===== src/rtl/adc_sequencer.sv =====
// Scan controller: walks an enabled-channel mask, runs one ADC conversion per channel and keeps
// the latest result per channel in a readable bank. ADC_SEQ_AVG_EN selects 4-sample averaging.
module adc_sequencer #(
  parameter int          NUM_CH      = 8,
  parameter int          SAMPLE_BITS = 10,
  parameter logic [15:0] INTERVAL    = 16'd1000,
  parameter logic [15:0] TIMEOUT     = 16'd8192,
  localparam int         CW          = $clog2(NUM_CH)
) (
  input  logic                   clock,
  input  logic                   resetn,
  input  logic                   run,
  input  logic [NUM_CH-1:0]      chan_mask,
  output logic                   conv_start,
  output logic [CW-1:0]          conv_chan,
  input  logic                   conv_done,
  input  logic [SAMPLE_BITS-1:0] conv_data,
  input  logic [CW-1:0]          rd_chan,
  output logic [SAMPLE_BITS-1:0] rd_data,
  output logic                   rd_valid,
  output logic                   scan_done,
  output logic                   err,
  input  logic                   clear_err
);

  // state  | meaning
  // IDLE   | waiting for run
  // WAIT   | interval between scans
  // SELECT | find lowest pending channel
  // ISSUE  | request a conversion
  // BUSY   | waiting for conv_done or timeout
  // STORE  | write result to the bank
  localparam logic [2:0] S_IDLE   = 3'd0;
  localparam logic [2:0] S_WAIT   = 3'd1;
  localparam logic [2:0] S_SELECT = 3'd2;
  localparam logic [2:0] S_ISSUE  = 3'd3;
  localparam logic [2:0] S_BUSY   = 3'd4;
  localparam logic [2:0] S_STORE  = 3'd5;

`ifdef ADC_SEQ_AVG_EN
  localparam int ACW = SAMPLE_BITS + 2;
  logic [1:0] avg_cnt;
`else
  localparam int ACW = SAMPLE_BITS;
`endif

  logic [2:0]             state;
  logic [NUM_CH-1:0]      snap;
  logic [CW-1:0]          ptr;
  logic [15:0]            cnt;
  logic [ACW-1:0]         acc;
  logic [SAMPLE_BITS-1:0] bank [NUM_CH];
  logic [NUM_CH-1:0]      valid;
  logic                   found;
  logic [CW-1:0]          next_ch;
  logic [SAMPLE_BITS-1:0] store_val;

  // Serviced channels are cleared from the snapshot, so the lowest set bit is at or above ptr.
  always_comb begin
    found   = 1'b0;
    next_ch = '0;
    for (int i = NUM_CH - 1; i >= 0; i--) begin
      if (snap[i]) begin
        found   = 1'b1;
        next_ch = CW'(i);
      end
    end
  end

`ifdef ADC_SEQ_AVG_EN
  assign store_val = acc[ACW-1:2];
`else
  assign store_val = acc;
`endif

  always_ff @(posedge clock) begin
    if (!resetn) begin
      state      <= S_IDLE;
      snap       <= '0;
      ptr        <= '0;
      cnt        <= '0;
      acc        <= '0;
      valid      <= '0;
      conv_start <= 1'b0;
      conv_chan  <= '0;
      scan_done  <= 1'b0;
      err        <= 1'b0;
      rd_data    <= '0;
      rd_valid   <= 1'b0;
      for (int i = 0; i < NUM_CH; i++) bank[i] <= '0;
`ifdef ADC_SEQ_AVG_EN
      avg_cnt    <= '0;
`endif
    end else begin
      conv_start <= 1'b0;
      scan_done  <= 1'b0;
      rd_data    <= bank[rd_chan];
      rd_valid   <= valid[rd_chan];
      if (clear_err) err <= 1'b0;

      case (state)
        S_IDLE: begin
          if (run) begin
            snap  <= chan_mask;
            ptr   <= '0;
            state <= S_SELECT;
          end
        end
        S_WAIT: begin
          if (!run) begin
            state <= S_IDLE;
          end else if (cnt == 16'd0) begin
            snap  <= chan_mask;
            ptr   <= '0;
            state <= S_SELECT;
          end else begin
            cnt <= cnt - 16'd1;
          end
        end
        S_SELECT: begin
          if (found && run) begin
            ptr   <= next_ch;
            state <= S_ISSUE;
          end else begin
            scan_done <= 1'b1;
            if (run) begin
              cnt   <= INTERVAL;
              state <= S_WAIT;
            end else begin
              state <= S_IDLE;
            end
          end
        end
        S_ISSUE: begin
          conv_start <= 1'b1;
          conv_chan  <= ptr;
          cnt        <= TIMEOUT - 16'd1;
          state      <= S_BUSY;
        end
        S_BUSY: begin
          if (conv_done) begin
`ifdef ADC_SEQ_AVG_EN
            acc <= acc + ACW'(conv_data);
            if (avg_cnt == 2'd3) begin
              state <= S_STORE;
            end else begin
              avg_cnt <= avg_cnt + 2'd1;
              state   <= S_ISSUE;
            end
`else
            acc   <= conv_data;
            state <= S_STORE;
`endif
          end else if (cnt == 16'd0) begin
            err        <= 1'b1;
            snap[ptr]  <= 1'b0;
            acc        <= '0;
`ifdef ADC_SEQ_AVG_EN
            avg_cnt    <= '0;
`endif
            state      <= S_SELECT;
          end else begin
            cnt <= cnt - 16'd1;
          end
        end
        S_STORE: begin
          bank[ptr]  <= store_val;
          valid[ptr] <= 1'b1;
          snap[ptr]  <= 1'b0;
          acc        <= '0;
`ifdef ADC_SEQ_AVG_EN
          avg_cnt    <= '0;
`endif
          state      <= S_SELECT;
        end
        default: state <= S_IDLE;
      endcase
    end
  end

endmodule

===== config.mk =====
export PLATFORM = sky130hd
export DESIGN_NAME = adc_sequencer
export DESIGN_NICKNAME = d
export VERILOG_FILES = /design/src/rtl/adc_sequencer.sv
export SDC_FILE = /design/constraint.sdc
export NUM_CORES = 1
export LEC_CHECK = 0
export ABC_AREA = 1
export CAP_MARGIN = 20
export CELL_PAD_IN_SITES_DETAIL_PLACEMENT = 0
export CELL_PAD_IN_SITES_GLOBAL_PLACEMENT = 1
export CORE_ASPECT_RATIO = 1.25
export CORE_MARGIN = 2
export CORE_UTILIZATION = 50
export CTS_BUF_LIST = sky130_fd_sc_hd__clkbuf_2 sky130_fd_sc_hd__clkbuf_4 sky130_fd_sc_hd__clkbuf_8
export DETAILED_ROUTE_END_ITERATION = 8
export PLACE_DENSITY_LB_ADDON = 0.15
export SYNTH_ARGS = -nofsm -noshare
export SYNTH_HDL_FRONTEND = slang
export SYNTH_SLANG_ARGS = --single-unit
export TNS_END_PERCENT = 1

===== constraint.sdc =====
create_clock -name clock -period 6.7 [get_ports clock]
set_clock_uncertainty 0.15 [all_clocks]
set_input_delay 1.34 -clock clock [delete_from_list [all_inputs] [get_ports clock]]
set_output_delay 1.34 -clock clock [all_outputs]
set_load 0.05 [all_outputs]

# Word-level counts from Yosys, hierarchy flattened
# Memory sizes are Yosys's and may differ from the RTL's. A register that Yosys moved wholly into a read port is not among the register bits.
# Cells that the tools add are included.
dict set report op_classes {
  mux 60
  n_bitwise 3
  eq_ne 14
  order_cmp 3
  add_sub_neg 1
  reduce_logical 15
}
# op count
set ops {}
lappend ops {{$mux 16} 5}
lappend ops {{$pmux 16 s4} 1}
lappend ops {{$mux 3} 17}
lappend ops {{$mux 8} 5}
lappend ops {{$pmux 8 s4} 1}
lappend ops {{$mux 10} 3}
lappend ops {{$mux 1} 22}
lappend ops {{$pmux 10 s2} 1}
lappend ops {{$pmux 3 s6} 1}
lappend ops {{$logic_not 16->1} 1}
lappend ops {{$ne 2x2->1 const B} 8}
lappend ops {{$sub 16x1->16 const B} 1}
lappend ops {{$reduce_and 5->1} 2}
lappend ops {{$reduce_or 10->1} 1}
lappend ops {{$pmux 3 s3} 1}
lappend ops {{$and 8x8->8} 1}
lappend ops {{$lt 3x4->1 const B} 2}
lappend ops {{$not 8->8} 1}
lappend ops {{$or 8x8->8} 1}
lappend ops {{$reduce_bool 4->1} 2}
lappend ops {{$eq 3x2->1 const B} 2}
lappend ops {{$eq 3x3->1 const B} 2}
lappend ops {{$reduce_and 6->1} 1}
lappend ops {{$reduce_and 2->1} 2}
lappend ops {{other kinds (11)} 12}
dict set report word_totals {
  elab_cells 108
  ramBits 80
  register_bits 55
  inputBits 26
  n_memories 1
  output_inout_bits 17
}
# memory words width read_ports rd_clocked_by_memory_dff write_ports line_no
set memory_table {}
lappend memory_table {bank 8 10 1 1 8 52} ;# logic [SAMPLE_BITS-1:0] bank [NUM_CH];

# Depth between registers and ports, before layout
# Gate-level depths: netlist of run 1.
dict set report depth {
  depth_word 11
  mapped_depth 12
  depth_no_buf 11
}

# Least setup slack after synthesis of run 1
# Ideal clock, no wire load.
dict set report synth_path {
  kind {input to register}
  startpoint {input port resetn}
  endpoint {memory bank[0][0] (enable)}
  setup_ps 340
  stages 6
  path_buffers 2
  required_time_ps 6210
  slack_ps 3626
  t_arrival_ps 2585
  cell_sequence {clkbuf_1 > inv_1 > nor2_1 > nand4_1 > clkbuf_1 > nand2_1}
}
# element line_no
set synth_rtl {}
lappend synth_rtl {{start: declaration} 11} ;# input logic resetn,
lappend synth_rtl {{end: declaration} 52}

==> flow_summary.json, run 1 <==
{
  "synth_seq_cells": 145,
  "grt_pass1_wl_mm": 27.42,
  "grt_pass1_vias": 5218,
  "cp_max_fo": 23,
  "ant_nets": 0,
  "routedWlPerCell_um": 17.57,
  "vias": 5617,
  "ys_warn_count": 0,
  "initial_utilization": 0.5092,
  "drive_above_1_share": 0.06235,
  "min_period_over_period": 0.6099,
  "core-area_um2": 13230,
  "areaGrowthSynthToFinish_pct": 13.48,
  "hold_viol_final": 0,
  "status": "finished clean",
  "cts_buffer_depth": 2,
  "io_buffers": 42,
  "critPathArrivalTime_ns": 4.05,
  "p_leak_nw": 2.939,
  "final_util": 0.5779,
  "grt_overflow_total": 0,
  "root_buffer": "clkbuf_8",
  "avgSynthCellArea_um2": 8.267,
  "grt_max_degree": 52,
  "antennaDiodeCount": 0,
  "vias_per_cell": 5.501,
  "syn_nets": 843,
  "cp.required_ns": 6.66,
  "post-dp-hpwl_mm": 12.46,
  "path_cells": "clkdlybuf4s50_1, inv_1, nor2_1, nand4_1, nand2_1",
  "clock_latency_ns": 0.45,
  "min-delay-start": "valid[2]",
  "cp-start-kind": "primary input",
  "yosysUniqueCellTypes": 33,
  "slew_headroom": 0.3662,
  "slew_viol_final": 0,
  "num_rows": 47,
  "crit_start": "resetn",
  "crit_family": "simple AND/OR/NAND/NOR gates",
  "cts_tree": "yes",
  "numCtsBuffers": 17,
  "power.density_nw_per_um2": 291.1,
  "seq_area_frac_synth": 0.5497,
  "drt_wl_total_mm": 17.94,
  "final.setup.tns_ns": 0,
  "postSynthCellCount": 815,
  "worstReg2RegStart": "state[2]",
  "synth_flop_cell": "edfxtp_1",
  "fp.dieW_um": 107.8,
  "rsz0062_at_grt": "no",
  "firstDrtPassIters": 7,
  "cpMaxStageDelayCell": "nor2_1",
  "cts_setup_buffers": 0,
  "critPathCaptureType": "register",
  "io_pins": 43,
  "dieHeight_um": 133.8,
  "drtIter0Drc": 415,
  "setup_viol": 0,
  "max_freq_mhz": 244.7,
  "ir_worst_vdd_v": 0.0001375,
  "clk_pin_slew_ns": 0.07,
  "worst_slack_ns": 2.614,
  "layout_min_cycle_time_ns": 4.086,
  "dieArea_um2": 14430,
  "reg2reg_to": "bank[4][1]",
  "cts_htree_levels": 4,
  "async_flop_share": 0,
  "cp-endpoint": "bank[4][1]",
  "synth_edf_count": 80,
  "cpPeakStageDelay_ns": 0.74,
  "place_congestion": 0.9009,
  "grtUsageTotal": 0.2557,
  "crit_type": "in -> reg",
  "hp-class": "reg -> reg",
  "worst_pin_slew_ns": 0.9444,
  "cts_resized": 0,
  "rr_worst_depth": 4,
  "cts_sinks": 145,
  "fin_nets": 865,
  "cts_hold_buf": 0,
  "cp_num_buf_inv": 2,
  "syn_area_um2": 6738,
  "path_depth": 5,
  "dp_slack_ns": 2.105,
  "r2r_slack_ns": 3.28,
  "max-cap-violations": 0,
  "drcViolationCount": 0,
  "antenna_found_initial": 0
}
cells by family (layout without fill, tap and decap cells):
kind of cell    Yosys count  count (layout)  share of synthesized area
xor+xnor                  3               3                   0.003900
buf+inv                  99             134                    0.06073
simple gates            438             438                     0.2713
compound gates          128             128                     0.1107
fa+ha+maj                 2               2                   0.003713
flops                   145             145                     0.5497
how the worst min path moves through the flow:
stage	endpoint	slack (ns)	cells past startpoint
CTS	valid[2]	0.30	2
detailed placement	valid[2]	0.29	2
global route	valid[2]	0.31	2
finish	valid[2]	0.30	2
global placement	valid[0]	0.28	2
floorplan	valid[0]	0.27	2
cell usage after synthesis (2+ instances only):
cell type | n | area [µm²]
a31oi_1 | 2 | 12.51
a21oi_1 | 37 | 185.2
edfxtp_1 | 80 | 2402
inv_1 | 49 | 183.9
nor3_2 | 2 | 20.02
nand4_1 | 13 | 81.33
o32ai_1 | 20 | 175.2
o21ai_0 | 63 | 315.3
buf_2 | 4 | 20.02
nor2_4 | 3 | 33.78
clkinv_1 | 4 | 15.01
ha_1 | 2 | 25.02
clkbuf_1 | 35 | 131.4
inv_2 | 2 | 7.510
buf_6 | 4 | 45.04
nor2_1 | 234 | 878.3
dfxtp_1 | 65 | 1301
xor2_1 | 3 | 26.28
nand3_1 | 55 | 275.3
nand2_2 | 3 | 18.77
nand2_1 | 123 | 461.7
worst register-to-register path, cell delays in order, from the launching register on:
cell,delay (ns)
dfxtp_1,0.60
nand3_1,0.48
nor2_1,0.76
nand4_1,0.58
nand2_1,0.51
cells in the final DEF (no fill, tap or decap), types with 4 or more instances in the layout:
cell             Yosys  final
nor2_1             234    234
o21ai_0             63     63
nand4_1             13     13
dfxtp_1             65     65
nand3_1             55     55
clkbuf_8             0     19
nand2_1            123    123
o32ai_1             20     20
inv_1               49     49
a21oi_1             37     37
clkdlybuf4s50_1      0     42
edfxtp_1            80     80
clkinv_1             4      4
layout make-up:
class,instances,area (µm²)
Clock inverter,10,136.4
Tap cell,171,214.0
Sequential cell,145,3704
Timing Repair Buffer,46,470.5
Multi-Input combinational cell,571,2625
Clock buffer,22,284.0
Inverter,56,212.7
Fill cell,1217,5585
power by group:
group | total (mW) | internal [mW] | leakage (nW) | switching [mW]
registers | 1.04 | 0.990 | 1.36 | 0.0533
clock network | 0.726 | 0.399 | 0.209 | 0.328
logic | 0.456 | 0.151 | 1.37 | 0.306
total | 2.23 | 1.54 | 2.94 | 0.686
per-layer routing:
metal	track usage	part of all wire	up-vias
met5	0	0	-
met4	0.09972	0.031	0
met3	0.05782	0.064	39
met2	0.4301	0.49	227
met1	0.3190	0.41	2588
li1	-	-	2763
flip-flops by register name (all words and copies together) (netlist names), 3 cells and up:
register   count
bank          80
cnt           16
acc           10
rd_data       10
snap           8
valid          8
conv_chan      3
ptr            3
state          3
per-stage QoR:
step / area (µm²) / cells / hold WS, ns / power, mW
floorplan: 6738 / 815 / 0.2686 / 1.391
global placement: 7198 / 988 / 0.2819 / 1.510
detailed placement: 7198 / 988 / 0.2880 / 1.514
CTS: 7619 / 1020 / 0.2983 / 2.228
global route: 7646 / 1021 / 0.3133 / 2.334
finish: 7646 / 1021 / 0.2970 / 2.225
Power figures use the tool's default switching activity.
==> run 2: changes to the inputs <==
--- a/config.mk
+++ b/config.mk
@@ -11,7 +11,7 @@
 export CELL_PAD_IN_SITES_GLOBAL_PLACEMENT = 1
 export CORE_ASPECT_RATIO = 1.25
 export CORE_MARGIN = 2
-export CORE_UTILIZATION = 50
+export CORE_UTILIZATION = 42
 export CTS_BUF_LIST = sky130_fd_sc_hd__clkbuf_2 sky130_fd_sc_hd__clkbuf_4 sky130_fd_sc_hd__clkbuf_8
 export DETAILED_ROUTE_END_ITERATION = 8
 export PLACE_DENSITY_LB_ADDON = 0.15
==> constraint.sdc (replaced) <==
create_clock -name clock -period 3.7 [get_ports clock]
set_clock_uncertainty 0.15 [all_clocks]
set_input_delay 0.74 -clock clock [delete_from_list [all_inputs] [get_ports clock]]
set_output_delay 0.74 -clock clock [all_outputs]
set_load 0.05 [all_outputs]
==> run 2 against run 1 <==
  * Sequential power up 81%
  * Die area grew 18%
  * Flip-flop and latch count unchanged
  * Largest power group unchanged
  * Critical path type is now reg -> reg
  * Wire length grew 0.22%
  * Hold slack about the same
  * Via count about the same
  * Clock-buffer cell count shrank 1
  * Clock power is 80% higher
  * First-iteration DRC count grew 6.5%
  * Worst setup slack worse by 1.8 ns
==> flow_summary.json, run 2 (synthesis results as in run 1) <==
{
  "cts_buffer_depth": 2,
  "post-dp-hpwl_mm": 12.80,
  "p_leak_nw": 2.977,
  "wl_met2_mm": 8.986,
  "grt_max_degree": 52,
  "slew_viol_final": 0,
  "root_buffer": "clkbuf_8",
  "numCtsBuffers": 17,
  "wl_met3_mm": 1.011,
  "areaGrowthSynthToFinish_pct": 15.13,
  "clk_pin_slew_ns": 0.07,
  "ir_worst_vdd_v": 0.0002584,
  "antennaDiodeCount": 0,
  "critPathCaptureType": "register",
  "min_period_over_period": 0.7924,
  "path_cells": "nand3_1, nor2_1, nand4_1, buf_4, nand2_1",
  "routedWlPerCell_um": 16.75,
  "grt_pass1_vias": 5305,
  "worst_pin_slew_ns": 0.9177,
  "max_freq_mhz": 341.1,
  "firstDrtPassIters": 5,
  "cp.required_ns": 3.67,
  "p_sw_frac": 0.3076,
  "final.setup.tns_ns": 0,
  "top_regs": "bank x80, cnt x16",
  "vias_per_cell": 5.233,
  "drcViolationCount": 0,
  "layout_min_cycle_time_ns": 2.932,
  "status": "finished clean",
  "critPathArrivalTime_ns": 2.90,
  "clock_power_share": 0.325,
  "regMostFlops": "bank",
  "io_buffers": 42,
  "core-area_um2": 15630,
  "largest_reg_flops": 80,
  "fin_nets": 876,
  "cpMaxStageDelayCell": "nor2_1",
  "rsz0062_at_grt": "no",
  "dp_cells": 1041,
  "num_rows": 51,
  "initial_utilization": 0.4310,
  "stdcell_count": 1073,
  "power.density_nw_per_um2": 518.5,
  "cts_tree": "yes",
  "cpPeakStageDelay_ns": 0.62,
  "combPwrFrac": 0.206,
  "final_common_cell": "nor2_1",
  "intPower_mw": 2.785,
  "dieHeight_um": 145.6,
  "clock_latency_ns": 0.46,
  "dieArea_um2": 17080,
  "drt_wl_total_mm": 17.98,
  "crit_type": "reg -> reg",
  "cts_resized": 0,
  "drtIter0Drc": 442,
  "slew_headroom": 0.3863,
  "layout_common_cells": "nor2_1, nand2_1, edfxtp_1",
  "setup_viol": 0,
  "vias": 5615,
  "ant_nets": 0,
  "drive_above_1_share": 0.07085,
  "grt_overflow_total": 0,
  "p_seq_frac": 0.469,
  "max-cap-violations": 0,
  "grtUsageTotal": 0.2209,
  "cts_hold_buf": 0,
  "p_switching_mw": 1.237,
  "drt-met1-wl_mm": 7.406,
  "cts_setup_buffers": 0,
  "top_layer": "met4",
  "grt_pass1_wl_mm": 28.30,
  "cts_htree_levels": 4,
  "cp_max_fo": 12,
  "place_congestion": 0.8852,
  "hp-class": "reg -> reg",
  "antenna_found_initial": 0,
  "hold_viol_final": 0,
  "cts_sinks": 145,
  "cp-start-kind": "register",
  "io_pins": 43,
  "fp.dieW_um": 117.3
}
==> run 2: final cells by class <==
type | instances | area, µm²
Timing Repair Buffer | 57 | 533.0
Clock inverter | 11 | 135.1
Multi-Input combinational cell | 571 | 2625
Inverter | 56 | 212.7
Sequential cell | 145 | 3704
Fill cell | 1543 | 7876
Tap cell | 212 | 265.3
Clock buffer | 21 | 282.8
==> run 2: path summary, 6_finish.rpt <==
kind	from	to	slack, ns	depth (start not counted)
hold reg to reg	valid[4]	valid[4]	0.30	2
hold / removal	valid[4]	valid[4]	0.30	2
setup reg to reg	state[2]	bank[7][7]	0.77	5
setup / recovery	state[2]	bank[7][7]	0.77	5
==> run 2: stage by stage <==
stage	total power, mW	util	hold slack, ns	instance area (µm²)	setup slack, ns
final	4.022	0.4962	0.2969	7757	0.7681
after global routing	4.234	0.4962	0.3177	7757	0.5300
after CTS	4.044	0.4962	0.2991	7757	0.7553
after detailed placement	2.748	0.4695	0.2844	7340	0.6636
after global placement	2.743	0.4695	0.2829	7340	0.7341
after floorplan	2.519	-	0.2686	6738	1.226
==> run 2: critical path: cells and delay by family (launching register included) <==
family / cells / cell delay (ns)
buffers and inverters: 1 / 0.23
flip-flops: 1 / 0.59
AND/OR/NAND/NOR: 4 / 1.62
==> run 2: power groups by stage <==
stage | registers [mW] | logic (mW) | clock network, mW
floorplan | 1.92 | 0.601 | 0
global placement | 1.92 | 0.823 | 0
detailed placement | 1.92 | 0.829 | 0
CTS | 1.88 | 0.833 | 1.33
global route | 1.90 | 0.946 | 1.39
finish | 1.88 | 0.830 | 1.31
==> run 2: metal layers <==
metal	vias up	GRT usage
met4	0	0.09941
met1	2582	0.2736
li1	2788	-
met5	-	0
met3	32	0.04581
met2	213	0.3661
